**src/rtl/led_bar_arbiter.sv**
```systemverilog
// Round-robin owner of one LED bar: each grant runs a bounded
// ramp-up / ramp-down flash and ends with a one-cycle done pulse.
module led_bar_arbiter #(
  parameter int N_REQ = 4,
  parameter int LED_W = 16,
  parameter int BW    = 5
) (
  input  logic                  clk,
  input  logic                  rst,
  input  logic [N_REQ-1:0]      req,
  input  logic [N_REQ*BW-1:0]   bound,
  output logic [N_REQ-1:0]      gnt,
  output logic                  busy,
  output logic                  done,
  output logic                  aborted,
  output logic [LED_W-1:0]      led
);

  localparam int IW = $clog2(N_REQ);
  localparam logic [N_REQ-1:0] ONE = N_REQ'(1);

  typedef enum logic [1:0] {IDLE, UP, DOWN, DONE} state_t;

  state_t        state;
  logic [BW-1:0] cnt;
  logic [BW-1:0] bnd;
  logic [IW-1:0] ptr;
  logic [IW-1:0] sel;
  logic          abrt;

  logic [IW-1:0] pick;
  logic          any;
  logic [BW-1:0] raw;
  logic [BW-1:0] clamp;

  // first requester after the last one served, wrapping
  always_comb begin
    int j;
    j    = 0;
    pick = '0;
    any  = 1'b0;
    for (int k = 1; k <= N_REQ; k++) begin
      j = int'(ptr) + k;
      if (j >= N_REQ) j = j - N_REQ;
      if (!any && req[j]) begin
        any  = 1'b1;
        pick = IW'(j);
      end
    end
  end

  always_comb begin
    raw = bound[pick*BW +: BW];
    if (raw == '0)
      clamp = BW'(1);
    else if (raw > BW'(LED_W))
      clamp = BW'(LED_W);
    else
      clamp = raw;
  end

  always_ff @(posedge clk or negedge rst) begin
    if (!rst) begin
      state <= IDLE;
      gnt   <= '0;
      led   <= '0;
      cnt   <= '0;
      bnd   <= '0;
      sel   <= '0;
      ptr   <= IW'(N_REQ-1);
      abrt  <= 1'b0;
    end else begin
      unique case (state)
        IDLE: begin
          if (any) begin
            sel   <= pick;
            gnt   <= ONE << pick;
            cnt   <= '0;
            abrt  <= 1'b0;
            bnd   <= clamp;
            state <= UP;
          end
        end
        UP: begin
          if (req[sel]) begin
            led <= {led[LED_W-2:0], 1'b1};
            cnt <= cnt + 1'b1;
            if (BW'(cnt + 1'b1) == bnd) state <= DOWN;
          end else begin
            // requester let go early: unwind what is lit
            abrt  <= 1'b1;
            state <= (cnt == '0) ? DONE : DOWN;
          end
        end
        DOWN: begin
          led <= led >> 1;
          cnt <= cnt - 1'b1;
          if (cnt == BW'(1)) state <= DONE;
        end
        DONE: begin
          gnt   <= '0;
          led   <= '0;
          ptr   <= sel;
          state <= IDLE;
        end
        default: state <= IDLE;
      endcase
    end
  end

  assign busy    = (state != IDLE);
  assign done    = (state == DONE);
  assign aborted = (state == DONE) & abrt;

endmodule

```
**config.mk**
```make
export PLATFORM = sky130hd
export DESIGN_NAME = led_bar_arbiter
export DESIGN_NICKNAME = d
export VERILOG_FILES = /design/src/rtl/led_bar_arbiter.sv
export SDC_FILE = /design/constraint.sdc
export NUM_CORES = 1
export LEC_CHECK = 0
export CORE_ASPECT_RATIO = 1.25
export CORE_MARGIN = 2
export CORE_UTILIZATION = 35
export DETAILED_ROUTE_END_ITERATION = 10
export MAX_ROUTING_LAYER = met4
export PLACE_DENSITY_LB_ADDON = 0.05
export SYNTH_ARGS = -nofsm -noshare
export SYNTH_HDL_FRONTEND = slang
export SYNTH_SLANG_ARGS = --single-unit
```
**constraint.sdc**
```tcl
create_clock -name clk -period 2.3 [get_ports clk]
set_input_delay 0.23 -clock clk [delete_from_list [all_inputs] [get_ports clk]]
set_output_delay 0.23 -clock clk [all_outputs]
set_load 0.05 [all_outputs]
```
## Word level (Yosys, flattened, before mapping)

Index checks and enable logic that the tools add are counted.

- Output and inout port bits: 23
- Word-level logic and storage cells: 106
- Input port bits: 26
- Register bits: 37

- Order comparisons: 10
- Shifts and indexed selects: 2
- Muxes and demuxes: 44
- Bitwise gates (word level): 1
- Reduce and logical (&&, ||, !) cells: 20
- Equality and inequality tests: 10
- Multiply operators: 1
- $add $sub $neg: 10

Operator list:

| kind | number |
|---|---|
| 32-bit by 4-bit less-than comparator with 1-bit output (second input constant) | 4 |
| 32-bit 2-to-1 mux | 4 |
| 16-bit one-hot mux with 3 select lines | 1 |
| 5-bit 2-to-1 mux | 4 |
| 20-bit by 6-bit indexed part select with 5-bit output | 1 |
| 1-bit 2-to-1 mux | 16 |
| 16-bit 2-to-1 mux | 1 |
| 2-bit 2-to-1 mux | 8 |
| 5-bit one-hot mux with 3 select lines | 1 |
| 3-bit by 3-bit subtractor with 4-bit output (second input constant) | 3 |
| 1-bit binary-select mux with 2-bit select | 5 |
| 5-bit zero test | 2 |
| 3-bit greater-or-equal comparator (second input constant) | 3 |
| 3-bit AND reduction | 3 |
| 2-bit inequality test (second input constant) | 4 |
| 2-bit one-hot mux with 4 select lines | 1 |
| 4-bit one-hot mux with 2 select lines | 1 |
| 2-bit by 2-bit adder with 3-bit output (second input constant) | 2 |
| 2-bit AND reduction | 3 |
| 2-bit nonzero test | 3 |
| 3-bit nonzero test | 2 |
| 5-bit by 1-bit adder with 5-bit output (second input constant) | 1 |
| 5-bit by 1-bit == test with 1-bit output (second input constant) | 1 |
| 5-bit == test | 1 |
| 18 further kinds | 23 |

## Logic depth before layout (Yosys ltp)

- Depth in word-level cells: 21
- Mapped depth: 8
- Mapped depth without buffers: 7

## Least setup slack after synthesis

OpenSTA, ideal clock, no wires.

- Path kind: register -> register
- Start point: register ptr[1]
- End point: register bnd[0]
- Data arrival time: 1.965 ns
- Path slack: 0.210 ns
- Cell stages (with the launch flop): 5
- Required time: 2.174 ns
- Buffers on the path: 0
- Path through: dfstp_2 nor3b_2 a311oi_4 mux4_1 o311a_1

- Cells in the longest elaborated chain, start to end: 21
- Elaborated cells between the ends (all ways): 49
- Classes of those cells: add/sub: 8; mul: 1; order compare: 5; shift: 1; mux: 26; reduce/logical: 8

Ends and longest elaborated chain:

| item | RTL line | text |
|---|---|---|
| start: declaration | 27 | `logic [IW-1:0] ptr;` |
| start signal: assignment | 70 | `ptr <= IW'(N_REQ-1);` |
| start signal: assignment | 103 | `ptr <= sel;` |
| 2-bit by 1-bit adder with 3-bit output | 43 | `j = int'(ptr) + k;` |
| 3-bit by 3-bit subtractor with 4-bit output / 3-bit greater-or-equal comparator (equally long branches) | 44 | `if (j >= N_REQ) j = j - N_REQ;` |
| 32-bit 2-to-1 mux | 44 |  |
| 1-bit binary-select mux with 2-bit select | 45 | `if (!any && req[j]) begin` |
| 1-bit 2-to-1 mux (implied by the code) (2 in a row) | 45 |  |
| 1-bit 2-to-1 mux | 45 |  |
| 1-bit zero test | 45 |  |
| 1-bit logical AND | 45 |  |
| [... 4 more ...] | - |  |
| 1-bit zero test | 45 |  |
| 1-bit logical AND | 45 |  |
| 2-bit 2-to-1 mux | 45 |  |
| 2-bit by 3-bit multiplier with 5-bit output | 53 | `raw = bound[pick*BW +: BW];` |
| 20-bit by 6-bit indexed part select with 5-bit output | 53 |  |
| 5-bit greater-than comparator | 56 | `else if (raw > BW'(LED_W))` |
| 5-bit 2-to-1 mux | 56 |  |
| 5-bit 2-to-1 mux | 54 | `if (raw == '0)` |
| end signal: assignment | 80 | `bnd <= clamp;` |
| end: declaration | 26 | `logic [BW-1:0] bnd;` |

Several ways; a longest one is shown, not always the timed one. The select of a mux whose other input is x is not followed.
A chain may end at the register's enable or synchronous reset.

## Worst setup path after layout

- Start point: register ptr[0]
- End point: register bnd[0]

Same word-level chain as after synthesis.

==> results.cfg <==
[worst_setup_path]
critPathArrivalTime_ns = 2.26
critPathMaxFanout = 9
worstSetupPathType = flip-flop to flip-flop
worst-r2r-cell-count = 6
startpoint_type = flip-flop
crit_path_end_kind = flip-flop
cp.required_ns = 2.47

[yosys]
syn_area_um2 = 2290
synth.avg_cell_area_um2 = 9.16
ys.flop_type = dfrtp_1
synth.area.top_cells = dfrtp_1 (38%), nand2_1 (7.2%), o21ai_1 (6.6%)
synth_warnings = 0
netlist.area_leader.share_pct = 38.2
syn-num-nets = 284
synth_cell_type_count = 46
synth-seq-cells = 37
ys_seq_area_share_pct = 40.5
syn_inst = 250
synth-edff-count = 0
yosysTopAreaCell = dfrtp_1
synth-async-reset-ratio_pct = 100

[final_layout]
nets = 348
fin_util_pct = 49.8
multi_input_area_um2 = 1260
stdcell_count = 400
seq_area_um2 = 928
drive_gt1_share_pct = 15.6
syn_to_final_growth_pct = 35.7
insertedDiodeCount = 0
final_cell_mix = nand2_1 (44), clkdlybuf4s50_1 (44), dfrtp_1 (35), o21ai_1 (30), buf_4 (25)
fill_cells = 650

[hold_path]
min_path_type = input port to async pin

[place]
dpl_worst_slack_ns = -0.0321
dp_hpwl_um = 3950
port_buffers = 48
gp_congestion = 0.766
placed_cells = 392

[clock_tree]
path_clk_slew_ns = 0.08
cts_tree = built
clk_latency_ns = 0.29
post_cts_resized = 0
h-tree-depth = 2
cts.sink_count = 37
cts_root_buffer = clkbuf_8
cts_made_buffers = 5
cts_setup_buffers = 0
cts_hold_buf = 0
clock_path_buffers = 2

[die]
initial_utilization_pct = 36.7
io_pins = 49
die_h_um = 94.5
die_w_um = 76.4
die_area_um2 = 7210
core_um2 = 6250
num_rows = 32

[global_route]
grt.total_usage_pct = 16.2
antenna_found_initial = 0
grt_max_degree = 38
grt_pass1_wl_um = 9250
first_global_vias = 1983
grt_overflow = 0

[timing]
skew_ns = 0.00777
worst_slack_ns = 0.217
slew_viol_final = 0
hold_viol_final = 0
fmax_mhz = 480
worst_slew_pin_slew_ns = 0.852
slew_headroom_pct = 43.2
grt_setup_unrepaired = false
finalCritPeriodShare_pct = 90.6
post-route-min-period_ns = 2.08
holdWs_ns = 0.0468
setup_viol = 0

[routing]
dr.first_iter.drc_count = 96
dr.pass1.iters = 4
ant_nets = 0
wl_um = 5210
via_per_inst = 4.96
wire_per_inst_um = 13.0
vias = 1984
drc = 0

[pwr]
p_per_area_nw_per_um2 = 1430
power_mw = 4.45
vdd_drop_max_v = 0.000694
p_leak_nw = 1.33

[run_status]
status = complete, no violations

[flow_run]
drv_cap = 0
==> kinds of logic (layout without fill, tap and decap cells) <==
kind of cell	after synthesis	after routing	synth area share, %
DFF	37	37	40.5
muxes	18	18	9.28
buffers and inverters	23	88	4.37
AOI/OAI and AO/OA	71	71	20.5
adders and majority gates	8	8	4.37
and+or+nand+nor	83	83	17.1
xor gates and xnor gates	10	10	3.82
==> per-stage QoR <==
stage / area, µm² / setup TNS [ns]
floorplan: 2290 / 0
global placement: 3000 / -0.00811
detailed placement: 3000 / -0.0321
CTS: 3110 / 0
global route: 3110 / 0
finish: 3110 / 0
==> worst paths after layout <==
kind	to	from	slack, ns
setup / recovery	bnd[0]$_DFFE_PN0P_	ptr[0]$_DFFE_PN1P_	0.22
hold / removal	led[13]$_DFFE_PN0P_	rst	0.05
setup reg to reg	bnd[0]$_DFFE_PN0P_	ptr[0]$_DFFE_PN1P_	0.22
hold reg to reg	bnd[2]$_DFFE_PN0P_	bnd[2]$_DFFE_PN0P_	0.50
max in group asynchronous	gnt[1]$_DFFE_PN0P_	rst	1.72
min in group clk	bnd[2]$_DFFE_PN0P_	bnd[2]$_DFFE_PN0P_	0.50
==> power breakdown <==
part	switching [mW]	internal, mW
combinational	1.55	1.16
clock	0.236	0.322
sequential	0.265	0.910
==> final cells by class <==
class                           count  area share, %
Tap cell                           85           3.42
Sequential cell                    37           29.9
Clock inverter                      2           1.13
Clock buffer                        6           2.33
Timing Repair Buffer               72           21.7
Multi-Input combinational cell    190           40.6
Inverter                            8          0.966
==> state kept, by name, summed over array words and instances, names as in the netlist <==
register	count
state	2
abrt	1
gnt	4
sel	2
cnt	5
bnd	5
led	16
ptr	2
==> layer usage <==
metal | routed length [µm] | vias up | global-route usage [%]
met5 | 0 | - | -
met1 | 2390 | 924 | 19.3
met3 | 222 | 4 | 3.15
li1 | - | 1006 | -
met2 | 2560 | 50 | 28.0
met4 | 39 | 0 | 4.55
==> cells in the mapped netlist (2+ instances only) <==
cell type  instances
a22oi_1           14
mux2i_1           13
a31oi_1            2
mux2_2             3
clkbuf_1          12
a221oi_1           2
or2_1              3
o21ai_0            2
xor2_1             3
nand3_1            4
nor2_1            11
xnor2_1            7
dfstp_2            2
ha_1               8
nand2b_1           6
dfrtp_1           35
a21oi_1           11
buf_2              2
o21ai_1           30
and2_1             2
nor3_1             2
a22o_1             2
and3_1             2
nand2_1           44
inv_2              3
inv_1              5
==> critical path, cell delays in order (launching register included) <==
cell,delay (ns)
dfstp_2,0.58
nand2b_1,0.19
o21ai_1,0.14
a221oi_4,0.28
buf_12,0.17
mux4_1,0.28
o311a_1,0.33
No activity file was read; power rests on OpenSTA's default activity.
